[src/rtl/motion_pkg.sv]
// motion_pkg: direction encodings, screen bounds and helpers shared by the player motion logic.
package motion_pkg;
    localparam logic [3:0] DIR_IDLE = 4'b0000;
    localparam logic [3:0] DIR_R    = 4'b0001;
    localparam logic [3:0] DIR_D    = 4'b0010;
    localparam logic [3:0] DIR_U    = 4'b0100;
    localparam logic [3:0] DIR_L    = 4'b1000;
    localparam int SCREEN_W      = 640;
    localparam int SCREEN_H      = 480;
    localparam int PLAYER_SIZE_X = 37;
    localparam int PLAYER_SIZE_Y = 42;
    localparam int DEF_X_MAX     = SCREEN_W - PLAYER_SIZE_X;
    localparam int DEF_Y_MAX     = SCREEN_H - PLAYER_SIZE_Y;
    // R<->L and D<->U sit at mirrored bit positions, so reversing the bits gives the opposite
    function automatic logic [3:0] opposite(input logic [3:0] d);
        return {d[0], d[1], d[2], d[3]};
    endfunction
endpackage

[src/rtl/turn_fifo.sv]
// turn_fifo: small circular buffer of pending one-hot turns with head/tail peek and same-cycle push+pop.
module turn_fifo import motion_pkg::*; #(
    parameter int DEPTH = 2,
    parameter int LW    = $clog2(DEPTH + 1)
) (
    input  logic          clk,
    input  logic          rst,
    input  logic          push,
    input  logic          pop,
    input  logic [3:0]    din,
    output logic [3:0]    head,
    output logic [3:0]    tail,
    output logic          full,
    output logic          empty,
    output logic [LW-1:0] level
);
    localparam int AW = DEPTH > 1 ? $clog2(DEPTH) : 1;
    localparam logic [AW-1:0] LAST = AW'(DEPTH - 1);
    logic [3:0] mem [DEPTH];
    logic [AW-1:0] rd, wr;
    logic do_push, do_pop;
    always_comb begin
        full    = level == LW'(DEPTH);
        empty   = level == '0;
        do_pop  = pop & ~empty;
        do_push = push & (~full | do_pop);
        head    = mem[rd];
        tail    = mem[wr == '0 ? LAST : wr - 1'b1];
    end
    always_ff @(posedge clk or negedge rst) begin
        if (!rst) begin
            rd    <= '0;
            wr    <= '0;
            level <= '0;
            for (int i = 0; i < DEPTH; i++) mem[i] <= DIR_IDLE;
        end else begin
            if (do_push) begin
                mem[wr] <= din;
                wr      <= wr == LAST ? '0 : wr + 1'b1;
            end
            if (do_pop) rd <= rd == LAST ? '0 : rd + 1'b1;
            level <= level + LW'(do_push) - LW'(do_pop);
        end
    end
endmodule

[src/rtl/player_motion_ctrl.sv]
// player_motion_ctrl: queues filtered key presses as turns and steps the player position on each game tick.
module player_motion_ctrl import motion_pkg::*; #(
    parameter int COORD_W     = 16,
    parameter int STEP        = 5,
    parameter int X_MIN       = 0,
    parameter int X_MAX       = DEF_X_MAX,
    parameter int Y_MIN       = 0,
    parameter int Y_MAX       = DEF_Y_MAX,
    parameter int START_X     = 0,
    parameter int START_Y     = 0,
    parameter int QUEUE_DEPTH = 2,
    parameter int WRAP_MODE   = 0
) (
    input  logic                               clk,
    input  logic                               rst,
    input  logic [3:0]                         key_edge,
    input  logic                               game_tick,
    input  logic                               pause,
    output logic [COORD_W-1:0]                 pos_x,
    output logic [COORD_W-1:0]                 pos_y,
    output logic [3:0]                         direction,
    output logic                               facing,
    output logic                               moved,
    output logic                               wall_hit,
    output logic                               turn_drop,
    output logic [$clog2(QUEUE_DEPTH+1)-1:0]   queue_level
);
    localparam int LW = $clog2(QUEUE_DEPTH + 1);
    localparam logic [COORD_W:0]   STEP_W = (COORD_W + 1)'(STEP);
    localparam logic [COORD_W-1:0] XLO = COORD_W'(X_MIN);
    localparam logic [COORD_W-1:0] XHI = COORD_W'(X_MAX);
    localparam logic [COORD_W-1:0] YLO = COORD_W'(Y_MIN);
    localparam logic [COORD_W-1:0] YHI = COORD_W'(Y_MAX);
    logic tick, pop, push, drop, full, empty, valid;
    logic [3:0] head, tail, sel, new_dir, ref_dir;
    logic [COORD_W:0] ax, ay;
    // Returns {bound_hit, next_coordinate}; the extra bit of s exposes underflow below zero
    function automatic logic [COORD_W:0] axis(input logic [COORD_W-1:0] p, input logic up, input logic dn,
                                              input logic [COORD_W-1:0] lo, input logic [COORD_W-1:0] hi);
        logic [COORD_W:0] s;
        logic over, under;
        s     = up ? {1'b0, p} + STEP_W : {1'b0, p} - STEP_W;
        over  = up && s > {1'b0, hi};
        under = dn && (s[COORD_W] || s[COORD_W-1:0] < lo);
        return over ? {1'b1, WRAP_MODE != 0 ? lo : hi} :
               under ? {1'b1, WRAP_MODE != 0 ? hi : lo} :
               {1'b0, (up | dn) ? s[COORD_W-1:0] : p};
    endfunction
    always_comb begin
        tick    = game_tick & ~pause;
        pop     = tick & ~empty;
        new_dir = pop ? head : direction;
        ref_dir = (pop ? queue_level > LW'(1) : !empty) ? tail : new_dir;
        sel     = key_edge[3] ? DIR_R : key_edge[2] ? DIR_D : key_edge[0] ? DIR_L :
                  key_edge[1] ? DIR_U : DIR_IDLE;
        valid   = sel != DIR_IDLE && sel != ref_dir && sel != opposite(ref_dir);
        push    = valid & (~full | pop);
        drop    = valid & full & ~pop;
        ax      = axis(pos_x, new_dir == DIR_R, new_dir == DIR_L, XLO, XHI);
        ay      = axis(pos_y, new_dir == DIR_D, new_dir == DIR_U, YLO, YHI);
    end
    turn_fifo #(.DEPTH(QUEUE_DEPTH)) u_fifo (
        .clk   (clk),
        .rst   (rst),
        .push  (push),
        .pop   (pop),
        .din   (sel),
        .head  (head),
        .tail  (tail),
        .full  (full),
        .empty (empty),
        .level (queue_level)
    );
    always_ff @(posedge clk or negedge rst) begin
        if (!rst) begin
            pos_x     <= COORD_W'(START_X);
            pos_y     <= COORD_W'(START_Y);
            direction <= DIR_IDLE;
            facing    <= 1'b0;
            moved     <= 1'b0;
            wall_hit  <= 1'b0;
            turn_drop <= 1'b0;
        end else begin
            turn_drop <= drop & ~pause;
            moved     <= tick && (ax[COORD_W-1:0] != pos_x || ay[COORD_W-1:0] != pos_y);
            wall_hit  <= tick & (ax[COORD_W] | ay[COORD_W]);
            if (tick) begin
                direction <= new_dir;
                pos_x     <= ax[COORD_W-1:0];
                pos_y     <= ay[COORD_W-1:0];
                facing    <= new_dir == DIR_L ? 1'b1 : new_dir == DIR_R ? 1'b0 : facing;
            end
        end
    end
endmodule

[config.mk]
export PLATFORM = sky130hd
export DESIGN_NAME = player_motion_ctrl
export DESIGN_NICKNAME = d
export VERILOG_FILES = /design/src/rtl/motion_pkg.sv /design/src/rtl/turn_fifo.sv /design/src/rtl/player_motion_ctrl.sv
export SDC_FILE = /design/constraint.sdc
export NUM_CORES = 1
export LEC_CHECK = 0
export CAP_MARGIN = 10
export CORE_UTILIZATION = 35
export CTS_CLUSTER_SIZE = 24
export DETAILED_ROUTE_END_ITERATION = 10
export DONT_BUFFER_PORTS = 1
export RECOVER_POWER = 25
export SYNTH_ARGS = -nofsm -noshare
export SYNTH_HDL_FRONTEND = slang
export SYNTH_HIERARCHICAL = 1
export SYNTH_SLANG_ARGS = --single-unit
export TNS_END_PERCENT = 10
[constraint.sdc]
create_clock -name clk -period 11.5 [get_ports clk]
set_input_delay 1.15 -clock clk [delete_from_list [all_inputs] [get_ports clk]]
set_output_delay 1.15 -clock clk [all_outputs]
set_load 0.005 [all_outputs]
==> summary.md <==
| Metric | Value |
|---|---|
| Clock tree from TritonCTS | yes |
| CTS Root Cell | clkbuf_16 |
| Routability cong. | 0.945 |
| Pre-CTS WS | 5.19 ns |
| First-pass GRT wire length | 26.3 mm |
| Slew @ Worst Pin | 0.981 ns |
| Status | complete, no violations |
| Most common cell after layout, fill and taps aside | nand2_1 |
| TritonCTS buffer count | 5 |
| Fmax | 164 MHz |
| Starting density of the core | 0.364 |
| Row cnt | 43 |
| Fin Clk Skew | 0.00640 ns |
| Io pins | 50 |
| Tmin final | 6.08 ns |
| Pins Over Slew Limit | 0 |
| First-pass iteration count of the detailed router | 5 |
| Initial antenna violation count | 0 |
| Async SR Flop Fraction | 1.00 |
| Drt wl/cell | 19.7 um |
| Fin. Hold Viols | 0 |
| CP endpoint kind | register |
| Post-layout worst setup margin | 5.42 ns |
| Commonest non-fill, non-tap cells in the layout | nand2_1 (72), dfrtp_1 (52), nor2_1 (50) |
| WP data arrival | 6.25 ns |
| Max-cap violations | 0 |
| EDFF count, synth | 0 |
| Vias in the first global route | 4943 |
| Crit Path Max Fanout | 23 |
| GRT Overall Usage | 0.219 |
| Unrepaired setup endpoints after global routing | no |
| Worst R2R Start | u_fifo/level[0] |
| CP Launch Point | pause |
| Post-CTS Setup Repair Bufs | 0 |
| CTS max path bufs | 2 |
| Die height | 123 um |
| Synth warnings | 6 |
| Routed via count | 5012 |
| Part of the Yosys area used for sequential elements | 0.252 |
| Post-Synthesis Cell Area | 5160 um^2 |
| Full die area | 15200 um^2 |
| DRT iter0 DRCs | 500 |
| DIE WIDTH | 123 um |
| CP required | 11.67 ns |
| Largest net degree at the start of global routing | 53 |
| Inserted Diodes | 0 |
| Hold Crit Class | register to register |
| Top_reg_cell synth | dfrtp_1 |
| Setup crit start kind | input port |
| Yosys cell types | 72 |
| Post-layout util | 0.386 |
| Core footprint | 14100 um^2 |
| Worst skew pair latency | 0.30 ns |
| Port Buf Inserts | 0 |
| Aggregate global routing overflow | 0 |
| Hold_buf cts | 0 |
| Avg Cell Area, Syn | 8.16 um^2 |
| Post-route ant nets | 0 |
| Tcrit/Tclk final | 0.529 |
| H-tree depth | 2 |
| Share of cells above drive strength 1 | 0.0874 |
| Syn Inst Count | 632 |
| Detailed Route WL | 15.7 mm |
| Net count after synthesis | 676 |
| Slew HR | 0.342 |
| Nets@finish | 661 |
| Fin Setup TNS | 0 ns |
| Final setup violation count | 0 |
| Post-DP HPWL | 12.0 mm |
| Hold path startpoint | u_fifo/mem[4] |
| Post_cts resized | 0 |
| Vias per cell | 6.28 |
| Category of the most critical setup path | input port to register |
| Area grow syn2layout | 5.87% |
| Flops & latches, synth | 52 |
| Drt drc | 0 |
| Worst-path clk slew | 0.07 ns |
| Clk sink count | 52 |
[layout make-up]
cell class | count | area, um^2
clock buffers | 6 | 129
clock inverters | 2 | 38.8
flip-flops and latches | 52 | 1300
multi-input cells | 536 | 3670
fillers | 1453 | 8690
well taps | 180 | 225
inverters | 20 | 77.6
repair buffers | 2 | 15.0
[flip-flops by register name, summed over array words and instances, names as in the netlist]
name and cells:
u_fifo/level 2, moved 1, wall_hit 1, u_fifo/rd 1, u_fifo/mem 8, turn_drop 1, pos_x 16, facing 1
pos_y 16, u_fifo/wr 1, direction 4
[synth_stat cells (all sizes together), types with 4 or more instances]
library cell	number	area, um^2
a2111oi	4	53.8
a211oi	10	80.1
a21o	12	90.1
a21oi	48	244
a22o	6	52.6
a31oi	13	87.6
and2	9	56.3
buf	12	60.1
clkbuf	12	45.0
dfrtp	52	1300
ha	34	425
inv	19	73.8
mux2	26	297
nand2	72	270
nand2b	7	43.8
nand3	13	65.1
nand4	10	62.6
nor2	51	194
nor2b	8	50.1
nor3	14	70.1
nor3b	5	65.1
nor4	8	71.3
nor4b	5	43.8
o2111ai	5	43.8
o211ai	8	60.1
o21a	7	52.6
o21ai	55	275
o22ai	9	56.3
o31ai	9	67.6
or3	4	25.0
xnor2	19	166
xor2	21	184
[worst max-delay path, stage by stage]
cell	delay (ns)
nor3b_4	0.62
mux2i_2	0.28
buf_4	0.30
clkinv_1	0.35
fa_1	0.50
nand2b_1	0.19
a211oi_1	0.36
o21ai_1	0.19
o21ai_1	0.80
o21ai_0	0.19
and2_1	0.22
o21ai_0	0.26
and4b_1	0.23
o2111ai_1	0.13
a2111oi_2	0.35
a31oi_1	0.11
[metrics by stage]
stage               instances  hold slack, ns  area (um^2)
floorplan                 632           0.494         5160
global placement          790           0.510         5290
detailed placement        790           0.516         5290
CTS                       798           0.534         5460
global route              798           0.529         5460
finish                    798           0.534         5460
[layer usage]
layer,up-vias,share of wire,track usage,routed length [um]
met5,-,0,0,0
met4,0,0.021,0.0708,334
met3,30,0.058,0.0304,918
met2,165,0.47,0.359,7360
met1,2473,0.45,0.295,7130
li1,2344,-,-,-
[path summary, 6_finish.rpt]
kind | to | slack, ns | depth (start not counted)
max | moved | 5.42 | 16
min | u_fifo/mem[4] | 0.53 | 1
max reg2reg | moved | 5.63 | 17
min reg2reg | u_fifo/mem[4] | 0.53 | 1
max in group asynchronous | direction[2] | 10.85 | 0
min in group asynchronous | pos_x[5] | 0.54 | 0
[cell families after synthesis]
group           Yosys count  synth area share
simple gates            218             0.216
fa+ha+maj                36            0.0902
xor+xnor                 40            0.0679
compound gates          213             0.274
flops                    52             0.252
mux                      29            0.0640
buf+inv                  44            0.0354
Power is left out: the tool's default activity adds up to more than one toggle a clock period on the data nets, which glitch-free logic cannot reach.
